## src/rtl/neuron_frame_sequencer_pkg.sv

```systemverilog
// -----------------------------------------------------------------------------
// neuron_frame_sequencer_pkg
//   Shared types and sizes for the 7x7 classifier frame sequencer.
//   - SEQ_NUM_ROWS / SEQ_ROW_W : frame geometry (7 rows of 7 x 8-bit pixels)
//   - SEQ_NUM_CLASSES          : number of class scores from neuron_unit
//   - seq_state_t              : sequencer FSM states
//   - score_t                  : signed 32-bit class score
// -----------------------------------------------------------------------------
package neuron_frame_sequencer_pkg;

   localparam int SEQ_NUM_ROWS    = 7;
   localparam int SEQ_ROW_W       = 56;
   localparam int SEQ_NUM_CLASSES = 4;
   localparam int SEQ_ROW_CNT_W   = $clog2(SEQ_NUM_ROWS);

   typedef enum logic [1:0] {
      SEQ_FILL   = 2'd0,
      SEQ_RUN    = 2'd1,
      SEQ_RESULT = 2'd2
   } seq_state_t;

   typedef logic signed [31:0]   score_t;
   typedef logic [SEQ_ROW_W-1:0] row_t;

endpackage

```

## src/rtl/neuron_frame_sequencer_argmax4.sv

```systemverilog
// -----------------------------------------------------------------------------
// argmax4
//   Combinational argmax over four signed 32-bit class scores.
//   Ports:
//     score_0..score_3 in  signed 32  class scores
//     idx              out 2          index of the largest score
//     max_score        out signed 32  value of the largest score
//   Two-level compare tree. The higher-indexed side wins only when strictly
//   greater, so ties resolve to the lowest index (all-equal -> class 0).
// -----------------------------------------------------------------------------
module argmax4
   import neuron_frame_sequencer_pkg::*;
(
   input  logic signed [31:0] score_0,
   input  logic signed [31:0] score_1,
   input  logic signed [31:0] score_2,
   input  logic signed [31:0] score_3,
   output logic [1:0]         idx,
   output logic signed [31:0] max_score
);

   score_t     max_01;
   score_t     max_23;
   logic [1:0] idx_01;
   logic [1:0] idx_23;

   always_comb begin
      // NOTE: every output of a combinational block gets a value on every
      // path (defaults first), otherwise synthesis infers a latch.
      max_01    = score_0;
      idx_01    = 2'd0;
      max_23    = score_2;
      idx_23    = 2'd2;
      max_score = '0;
      idx       = 2'd0;

      if (score_1 > score_0) begin
         max_01 = score_1;
         idx_01 = 2'd1;
      end
      if (score_3 > score_2) begin
         max_23 = score_3;
         idx_23 = 2'd3;
      end

      if (max_23 > max_01) begin
         max_score = max_23;
         idx       = idx_23;
      end else begin
         max_score = max_01;
         idx       = idx_01;
      end
   end

endmodule

```

## src/rtl/neuron_frame_sequencer.sv

```systemverilog
// -----------------------------------------------------------------------------
// neuron_frame_sequencer
//   Collects a 7-row frame for neuron_unit, holds it stable while the network
//   runs for NET_LATENCY cycles, captures the four class scores and emits the
//   argmax class on a valid/ready result port. One frame in flight.
//   Ports:
//     clk, reset            clock / synchronous active-high reset
//     row_in, row_sof,      row input (pixel 0 in [55:48]); sof marks row 0
//     row_valid, row_ready  row handshake; ready low outside FILL
//     line_0..6_out         buffered frame rows to neuron_unit
//     net_de                neuron_unit data enable, high for the whole RUN
//     symbol_0..3           signed class scores from neuron_unit
//     class_out, score_out  winning class index and its score
//     result_valid/ready    result handshake
// -----------------------------------------------------------------------------
module neuron_frame_sequencer
   import neuron_frame_sequencer_pkg::*;
#(
   parameter int NET_LATENCY = 4
)
(
   input  logic        clk,
   input  logic        reset,
   input  logic [55:0] row_in,
   input  logic        row_sof,
   input  logic        row_valid,
   output logic        row_ready,
   output logic [55:0] line_0_out,
   output logic [55:0] line_1_out,
   output logic [55:0] line_2_out,
   output logic [55:0] line_3_out,
   output logic [55:0] line_4_out,
   output logic [55:0] line_5_out,
   output logic [55:0] line_6_out,
   output logic        net_de,
   input  logic [31:0] symbol_0,
   input  logic [31:0] symbol_1,
   input  logic [31:0] symbol_2,
   input  logic [31:0] symbol_3,
   output logic [1:0]  class_out,
   output logic [31:0] score_out,
   output logic        result_valid,
   input  logic        result_ready
);

   localparam int LAT_W = (NET_LATENCY > 1) ? $clog2(NET_LATENCY) : 1;
   localparam logic [LAT_W-1:0]         LAT_LAST = LAT_W'(NET_LATENCY - 1);
   localparam logic [SEQ_ROW_CNT_W-1:0] ROW_LAST = SEQ_ROW_CNT_W'(SEQ_NUM_ROWS - 1);
   localparam logic [SEQ_ROW_CNT_W-1:0] ROW_ONE  = SEQ_ROW_CNT_W'(1);

   seq_state_t               state_q,        state_d;
   logic [SEQ_ROW_CNT_W-1:0] row_cnt_q,      row_cnt_d;
   logic [LAT_W-1:0]         lat_cnt_q,      lat_cnt_d;
   row_t                     line_q [SEQ_NUM_ROWS];
   row_t                     line_d [SEQ_NUM_ROWS];
   score_t                   cap_q  [SEQ_NUM_CLASSES];
   score_t                   cap_d  [SEQ_NUM_CLASSES];
   logic                     row_ready_q,    row_ready_d;
   logic                     net_de_q,       net_de_d;
   logic                     result_valid_q, result_valid_d;
   logic [1:0]               class_q,        class_d;
   score_t                   score_q,        score_d;

   logic [1:0] am_idx;
   score_t     am_max;

   argmax4 u_argmax4 (
      .score_0   (cap_q[0]),
      .score_1   (cap_q[1]),
      .score_2   (cap_q[2]),
      .score_3   (cap_q[3]),
      .idx       (am_idx),
      .max_score (am_max)
   );

   always_comb begin
      state_d        = state_q;
      row_cnt_d      = row_cnt_q;
      lat_cnt_d      = lat_cnt_q;
      line_d         = line_q;
      cap_d          = cap_q;
      result_valid_d = result_valid_q;
      class_d        = class_q;
      score_d        = score_q;

      case (state_q)
         SEQ_FILL: begin
            if (row_valid && row_ready_q) begin
               if (row_sof) begin
                  // A new start-of-frame always restarts the frame; any
                  // partially collected rows are simply overwritten later.
                  line_d[0] = row_in;
                  row_cnt_d = ROW_ONE;
               end else if (row_cnt_q != '0) begin
                  for (int k = 1; k < SEQ_NUM_ROWS; k++) begin
                     if (row_cnt_q == SEQ_ROW_CNT_W'(k)) line_d[k] = row_in;
                  end
                  if (row_cnt_q == ROW_LAST) begin
                     state_d   = SEQ_RUN;
                     row_cnt_d = '0;
                     lat_cnt_d = '0;
                  end else begin
                     row_cnt_d = row_cnt_q + ROW_ONE;
                  end
               end
               // row_sof=0 with row_cnt=0: no frame start seen, row dropped.
            end
         end

         SEQ_RUN: begin
            if (lat_cnt_q == LAT_LAST) begin
               cap_d[0] = symbol_0;
               cap_d[1] = symbol_1;
               cap_d[2] = symbol_2;
               cap_d[3] = symbol_3;
               lat_cnt_d = '0;
               state_d   = SEQ_RESULT;
            end else begin
               lat_cnt_d = lat_cnt_q + LAT_W'(1);
            end
         end

         SEQ_RESULT: begin
            // First RESULT cycle registers the argmax of the captured scores;
            // afterwards the result is held until the consumer takes it.
            if (!result_valid_q) begin
               result_valid_d = 1'b1;
               class_d        = am_idx;
               score_d        = am_max;
            end else if (result_ready) begin
               result_valid_d = 1'b0;
               state_d        = SEQ_FILL;
            end
         end

         default: state_d = SEQ_FILL;
      endcase

      // Registered outputs follow the next state so they line up with it.
      row_ready_d = (state_d == SEQ_FILL);
      net_de_d    = (state_d == SEQ_RUN);
   end

   always_ff @(posedge clk) begin
      if (reset) begin
         // NOTE: the line and capture registers are reset as well, because
         // line_*_out are visible outputs that must read zero after reset.
         state_q        <= SEQ_FILL;
         row_cnt_q      <= '0;
         lat_cnt_q      <= '0;
         line_q         <= '{default: '0};
         cap_q          <= '{default: '0};
         row_ready_q    <= 1'b0;
         net_de_q       <= 1'b0;
         result_valid_q <= 1'b0;
         class_q        <= 2'd0;
         score_q        <= '0;
      end else begin
         // NOTE: non-blocking assignments so every flop samples the values
         // present before the edge, independent of statement order.
         state_q        <= state_d;
         row_cnt_q      <= row_cnt_d;
         lat_cnt_q      <= lat_cnt_d;
         line_q         <= line_d;
         cap_q          <= cap_d;
         row_ready_q    <= row_ready_d;
         net_de_q       <= net_de_d;
         result_valid_q <= result_valid_d;
         class_q        <= class_d;
         score_q        <= score_d;
      end
   end

   assign row_ready    = row_ready_q;
   assign net_de       = net_de_q;
   assign result_valid = result_valid_q;
   assign class_out    = class_q;
   assign score_out    = score_q;
   assign line_0_out   = line_q[0];
   assign line_1_out   = line_q[1];
   assign line_2_out   = line_q[2];
   assign line_3_out   = line_q[3];
   assign line_4_out   = line_q[4];
   assign line_5_out   = line_q[5];
   assign line_6_out   = line_q[6];

endmodule

```

## config.mk

```make
export PLATFORM = sky130hd
export DESIGN_NAME = neuron_frame_sequencer
export DESIGN_NICKNAME = d
export VERILOG_FILES = /design/src/rtl/neuron_frame_sequencer_pkg.sv /design/src/rtl/neuron_frame_sequencer_argmax4.sv /design/src/rtl/neuron_frame_sequencer.sv
export SDC_FILE = /design/constraint.sdc
export NUM_CORES = 1
export LEC_CHECK = 0
export BUFFER_PORTS_ARGS = -buffer_cell sky130_fd_sc_hd__buf_2
export CAP_MARGIN = 30
export CORE_MARGIN = 3
export CORE_UTILIZATION = 36
export DETAILED_ROUTE_END_ITERATION = 8
export PLACE_DENSITY_LB_ADDON = 0.1
export SLEW_MARGIN = 10
export SYNTH_ARGS = -nofsm -noshare
export SYNTH_HDL_FRONTEND = slang
export SYNTH_SLANG_ARGS = --single-unit
```

## constraint.sdc

```tcl
create_clock -name clk -period 4.75 [get_ports clk]
set_input_delay 0.95 -clock clk [delete_from_list [all_inputs] [get_ports clk]]
set_output_delay 0.95 -clock clk [all_outputs]
set_load 0.005 [all_outputs]
```

# [Yosys cells after proc, flatten, opt, wreduce, memory -nomap -nowiden]
# Index checks and enable logic that the tools add are counted.
[word_totals] reg_bits=564 in_bits=189 output_inout_bits=429 wordCells=82
[op_classes] n_addsub=2 n_lt_le_gt_ge=3 n_eq_ne=14 n_mux=25 bitwise=2 reduce_logical=17
[ops] cell="$gt 32x32->1" n=3
[ops] cell="$mux 32" n=3
[ops] cell="$reduce_and 5->1" n=7
[ops] cell="$mux 2" n=13
[ops] cell="$eq 3x3->1 const B" n=3
[ops] cell="$mux 3" n=3
[ops] cell="$ne 2x2->1 const B" n=4
[ops] cell="$eq 3x2->1 const B" n=2
[ops] cell="$pmux 2 s3" n=1
[ops] cell="$reduce_and 3->1" n=2
[ops] cell="$eq 2x1->1 const B" n=2
[ops] cell="$eq 2x2->1 const B" n=2
[ops] cell="$logic_not 2->1" n=2
[ops] cell="$mux 1" n=4
[ops] cell="$pmux 2 s2" n=1
[ops] cell="$reduce_and 2->1" n=2
[ops] cell="$reduce_bool 2->1" n=2
[ops] cell="$add 3x1->3 const B" n=1
[ops] cell="$eq 3x1->1 const B" n=1
[ops] cell="$reduce_bool 3->1" n=1
[ops] cell="$add 2x1->2 const B" n=1
[ops] cell="$not 1->1" n=2
[ops] cell="$logic_and 1x1->1" n=1

# [Logic depth before layout (Yosys ltp)]
[logic_depth] word_depth=7 depth_mapped=21 ltp_nobuf=19

# [By module]
# A second synthesis with hierarchy kept.
[unflattened] cells_unflattened=2921 hier_area_um2=25469.4
[by_module_without_submodules] mod="neuron_frame_sequencer" instances=1 cells_each=2325 area_per_inst_um2=21085.2 seq_area_each_um2=11290.8
[by_module_without_submodules] mod="argmax4" instances=1 cells_each=596 area_per_inst_um2=4384.2 seq_area_each_um2=0.0

# [Worst setup path before layout]
# Ideal clock, no wire load.
[synth_timing] path_kind="register to register" startpoint="register cap_q[63] (netlist bit)" endpoint="register score_q[21], in the netlist score_out[21]" setup_time_ps=141 arrival_time_ps=4571 required_time_ps=4609 setup_slack_ps=38 stages_incl_launch_ff=22 n_path_buf=2 period_less_slack_ps=4712 path_cell_list="dfxtp_1 inv_1 ha_1 nand4_2 nor4_4 nand2_2 or3_1 o211ai_2 mux2i_4 buf_8 mux2i_4 inv_1 ha_1 nor2b_1 o211ai_1 a2111o_1 o211ai_1 a21oi_1 nor3b_1 nand2b_1 clkbuf_1 o221ai_1"
[synth_between] elab_chain_cells=4
[synth_rtl] item="start: declaration" line="neuron_frame_sequencer.sv:56" rtl="score_t cap_q [SEQ_NUM_CLASSES];"
[synth_rtl] item="start signal: assignment" line="neuron_frame_sequencer.sv:165" rtl="cap_q <= cap_d;"
[synth_rtl] item="$gt 32x32->1" line="neuron_frame_sequencer_argmax4.sv:41" rtl="if (score_3 > score_2) begin"
[synth_rtl] item="$mux 32 (*)" line="neuron_frame_sequencer_argmax4.sv:41"
[synth_rtl] item="$gt 32x32->1" line="neuron_frame_sequencer_argmax4.sv:46" rtl="if (max_23 > max_01) begin"
[synth_rtl] item="$mux 32 (*)" line="neuron_frame_sequencer_argmax4.sv:46"
[synth_rtl] item="end signal: assignment" line="neuron_frame_sequencer.sv:170" rtl="score_q <= score_d;"
[synth_rtl] item="end: declaration" line="neuron_frame_sequencer.sv:62" rtl="score_t score_q, score_d;"
# Every way passes the cells marked *; elsewhere a longest branch is shown, timed or not.
# A chain may end at the register's enable or synchronous reset.

# [Final worst setup path]
[layout_timing] startpoint="register cap_q[105] (netlist bit)" endpoint="register class_q[0], in the netlist class_out[0]"
[layout_between] elab_chain_cells=4 word_cells_on_any_way=5 cone_classes="order compare (2); mux (3)"
[layout_rtl] item="$gt 32x32->1" line="neuron_frame_sequencer_argmax4.sv:37" rtl="if (score_1 > score_0) begin"
[layout_rtl] item="$mux 32" line="neuron_frame_sequencer_argmax4.sv:37"
[layout_rtl] item="$gt 32x32->1" line="neuron_frame_sequencer_argmax4.sv:46"
[layout_rtl] item="$mux 2 (*)" line="neuron_frame_sequencer_argmax4.sv:46"
[layout_rtl] item="end signal: assignment" line="neuron_frame_sequencer.sv:169" rtl="class_q <= class_d;"
[layout_rtl] item="end: declaration" line="neuron_frame_sequencer.sv:61" rtl="logic [1:0] class_q, class_d;"
# Marked as above.

==> flow_summary.toml <==
[critical_path]
end_kind = "flop"
crit_type = "reg2reg"
r2r-start = "cap_q[105]"
cp_max_fo = 9
required_ns = 5.19
rr_worst_depth = 22
regToRegSetupSlack_ns = 0.01
critical_path_arrival_ns = 5.18
critPathLaunchType = "flop"
rr_endpoint = "class_out[0]"

[grt]
gr-total-overflow = 0
grt_pass1_wl_um = 130400
grt_usage_pct = 25.56
grt_pass1_vias = 21452
grt_antenna_before_repair = 12
grt_max_degree = 133

[synthesis]
synthAdderAreaFrac_pct = 5.404
synthArstFlopShare_pct = 0
synth_top_family_by_area = "simple AND/OR/NAND/NOR gates"
seq_area_frac_synth_pct = 49.76
synth_area_um2 = 22690
ys_seq_elements = 564
synth.avg_cell_area_um2 = 7.933
yosysWarnings = 0
synth_simple_gate_area_share_pct = 20.72
synth_compound_area_share_pct = 15.39
muxShareOfSynthArea_pct = 3.573
ys.flop_type = "dfxtp_1"
synth-xor-area-share_pct = 0.03860
syn-instance-count = 2860
syn_nets = 3147
synth_cell_type_count = 54
synth_edf_count = 0

[pwr]
pwr-share-clk_pct = 51.1
power_frac_seq_pct = 45.7
power.share.switching_pct = 22.36
p_int_w = 0.008104
total_power_w = 0.01044
power_switching_w = 0.002334
comb_power_share_pct = 3.2
irDropWorstVdd_v = 0.0002493
leakagePower_nw = 12.53
power_density_nw_per_um2 = 344.7

[floorplan]
die_w_um = 257.1
start_util_pct = 36.56
rows = 91
dieArea_um2 = 66070
ioPinCount = 618
chipHeight_um = 257.1
coreArea_um2 = 62050

[clock_tree]
worstSkewPairLatency_ns = 0.60
htree_levels = 3
cts_sinks = 564
clock-root-buffer = "clkbuf_16"
cts_tree = "yes"
clkTransAtPathRegs_ns = 0.06
clockBufferDepth = 3
numCtsBuffers = 66
hold_buffers = 0

[timing]
hold_viol_final = 0
finalCriticalPeriod_ns = 4.735
rsz0062_at_grt = "true"
setup_violations = 0
worst_slack_ns = 0.01478
worstMarginPinSlew_ns = 0.9238
skew_ns = 0.02669
finalCritPeriodShare_pct = 99.69
slew-limit-headroom_pct = 38.20
max_freq_mhz = 211.2
slew_violations = 0

[finish]
drive_above_1_share_pct = 28.16
area_growth_syn_to_layout_pct = 33.46
fillers = 6125
fin_area_um2 = 30280
layout.nets = 3773

[flow_run]
maxCapViolations = 0

[hold_path]
hold_start = "line_1_out[55]"
holdPathStages = 2
min_path_type = "reg2reg"
min_to = "line_1_out[55]"

[route]
dr.pass1.iters = 5
drc = 0
vias = 22091
wl_per_cell_um = 20.42
finalWirelength_um = 89430
ant_nets = 0
via_per_inst = 5.044
drt_iter0_markers = 1476

[place]
dp_hpwl_um = 63060
finalWeightedCongestion = 0.8521
dpl_cell_area_um2 = 27010
port_buffers = 617
place_ws_ns = -0.2246

[run_status]
outcome = "completed"
==> cells by family after synthesis <==
kind of cell               after synthesis
and+or+nand+nor                       1197
buffers and inverters                  290
DFF                                    564
adders and majority gates               98
xor gates and xnor gates                 1
AOI/OAI and AO/OA                      642
muxes                                   68
==> timing repair <==
item | 4_1_cts | 5_1_grt
pin swaps | 2 | 13
setup buffers | 1 | 19
gates resized for setup | 15 | 106
endpoints found under the setup margin | 33 | 34
gates cloned | 1 | 6
==> placed cells by master (no fill, tap or decap), types with 5 or more instances in the layout <==
master | Yosys | layout
mux2i_1 | 45 | 25
clkbuf_16 | 0 | 72
dfxtp_1 | 564 | 550
nor2b_1 | 7 | 6
clkbuf_8 | 0 | 19
nor2_1 | 17 | 13
buf_2 | 18 | 616
buf_12 | 0 | 10
ha_4 | 0 | 9
o21ai_0 | 11 | 9
nor3_1 | 6 | 5
clkbuf_1 | 161 | 7
ha_1 | 98 | 89
bufinv_16 | 0 | 6
clkinv_2 | 0 | 10
o221ai_2 | 9 | 29
a21o_1 | 5 | 5
diode_2 | 0 | 9
a21oi_1 | 566 | 566
dfxtp_2 | 0 | 14
inv_1 | 100 | 96
mux2i_2 | 18 | 22
nand3_1 | 16 | 13
nand2_1 | 1103 | 1099
buf_4 | 0 | 109
mux2i_4 | 5 | 21
nand4_1 | 20 | 20
==> flip-flops by register name, indices dropped and copies added (netlist names), 56 cells and up <==
name / cells
line_3_out: 56
line_2_out: 56
cap_q: 128
line_5_out: 56
line_4_out: 56
line_0_out: 56
line_6_out: 56
line_1_out: 56
==> per-stage QoR <==
step	utilization, %	setup TNS (ns)	hold WS, ns	std cells
after floorplan	-	0	0.4487	2860
after global placement	43.48	-3.339	0.4390	4227
after detailed placement	43.52	-6.112	0.4430	4228
after CTS	47.39	0	0.4515	4346
after global routing	48.80	-5.805	0.4649	4380
final	48.80	0	0.4506	4380
==> cells in the mapped netlist, types with 4 or more instances <==
master    count  area (um^2)
a21o_1        5        37.54
a21oi_1     566         2833
a221oi_1      4        35.03
and2_1        4        25.02
buf_1         5        18.77
buf_2        18        90.09
buf_6         5        56.30
clkbuf_1    161        604.3
dfxtp_1     564        11290
ha_1         98         1226
inv_1       100        375.4
mux2i_1      45        450.4
mux2i_2      18        247.7
mux2i_4       5        112.6
nand2_1    1103         4140
nand3_1      16        80.08
nand3b_1      4        30.03
nand4_1      20        125.1
nor2_1       17        63.81
nor2b_1       7        43.79
nor3_1        6        30.03
o211ai_1      4        30.03
o21ai_0      11        55.05
o221ai_1     23        201.4
o221ai_2      9        135.1
==> power groups by stage <==
stage | Clock [W] | Combinational [W] | Sequential [W]
CTS | 0.00545 | 0.000338 | 0.00477
global placement | 0 | 0.000335 | 0.00487
floorplan | 0 | 0.000115 | 0.00487
finish | 0.00533 | 0.000337 | 0.00477
detailed placement | 0 | 0.000337 | 0.00487
global route | 0.00565 | 0.000363 | 0.00477
==> worst max-delay path by stage <==
stage | depth (start not counted) | slack [ns] | end | from
after global routing | 22 | -0.21 | score_out[19] | cap_q[110]
final | 22 | 0.01 | class_out[0] | cap_q[105]
after CTS | 20 | 0.01 | score_out[3] | cap_q[107]
after floorplan | 21 | 0.04 | score_out[21] | cap_q[63]
after global placement | 20 | -0.14 | score_out[3] | cap_q[59]
after detailed placement | 19 | -0.22 | score_out[3] | cap_q[59]
==> final cells by class <==
type | count | area, um^2 | area share [%]
Antenna cell | 9 | 22.52 | 0.07438
Clock buffer | 94 | 1989 | 6.570
Clock inverter | 22 | 304.0 | 1.004
Inverter | 100 | 375.4 | 1.240
Multi-Input combinational cell | 2006 | 10890 | 35.95
Sequential cell | 564 | 11310 | 37.35
Tap cell | 837 | 1047 | 3.459
Timing Repair Buffer | 748 | 4347 | 14.35
==> layer usage <==
metal | part of all wire, % | GRT usage (%) | vias to the layer above
met3 | 8.7 | 7.204 | 161
li1 | - | - | 10667
met1 | 38 | 29.87 | 10486
met2 | 49 | 44.03 | 775
met5 | 0.015 | 0 | -
met4 | 3.7 | 10.52 | 2
==> critical path, cell delays in order, from the launching register on <==
cell,delay [ns]
dfxtp_1,0.34
inv_1,0.05
ha_1,0.28
nand4_1,0.15
nor3_2,0.07
a21boi_1,0.13
or4b_4,0.56
a21oi_4,0.20
mux2i_4,0.29
buf_4,0.16
buf_12,0.14
buf_8,0.18
mux2i_4,0.27
ha_1,0.30
nand4_1,0.19
nor3_2,0.08
a221oi_2,0.26
a21oi_1,0.12
nor3b_2,0.25
buf_4,0.18
buf_4,0.12
mux2i_1,0.18
a211oi_1,0.09
No activity file was read; power rests on OpenSTA's default activity.
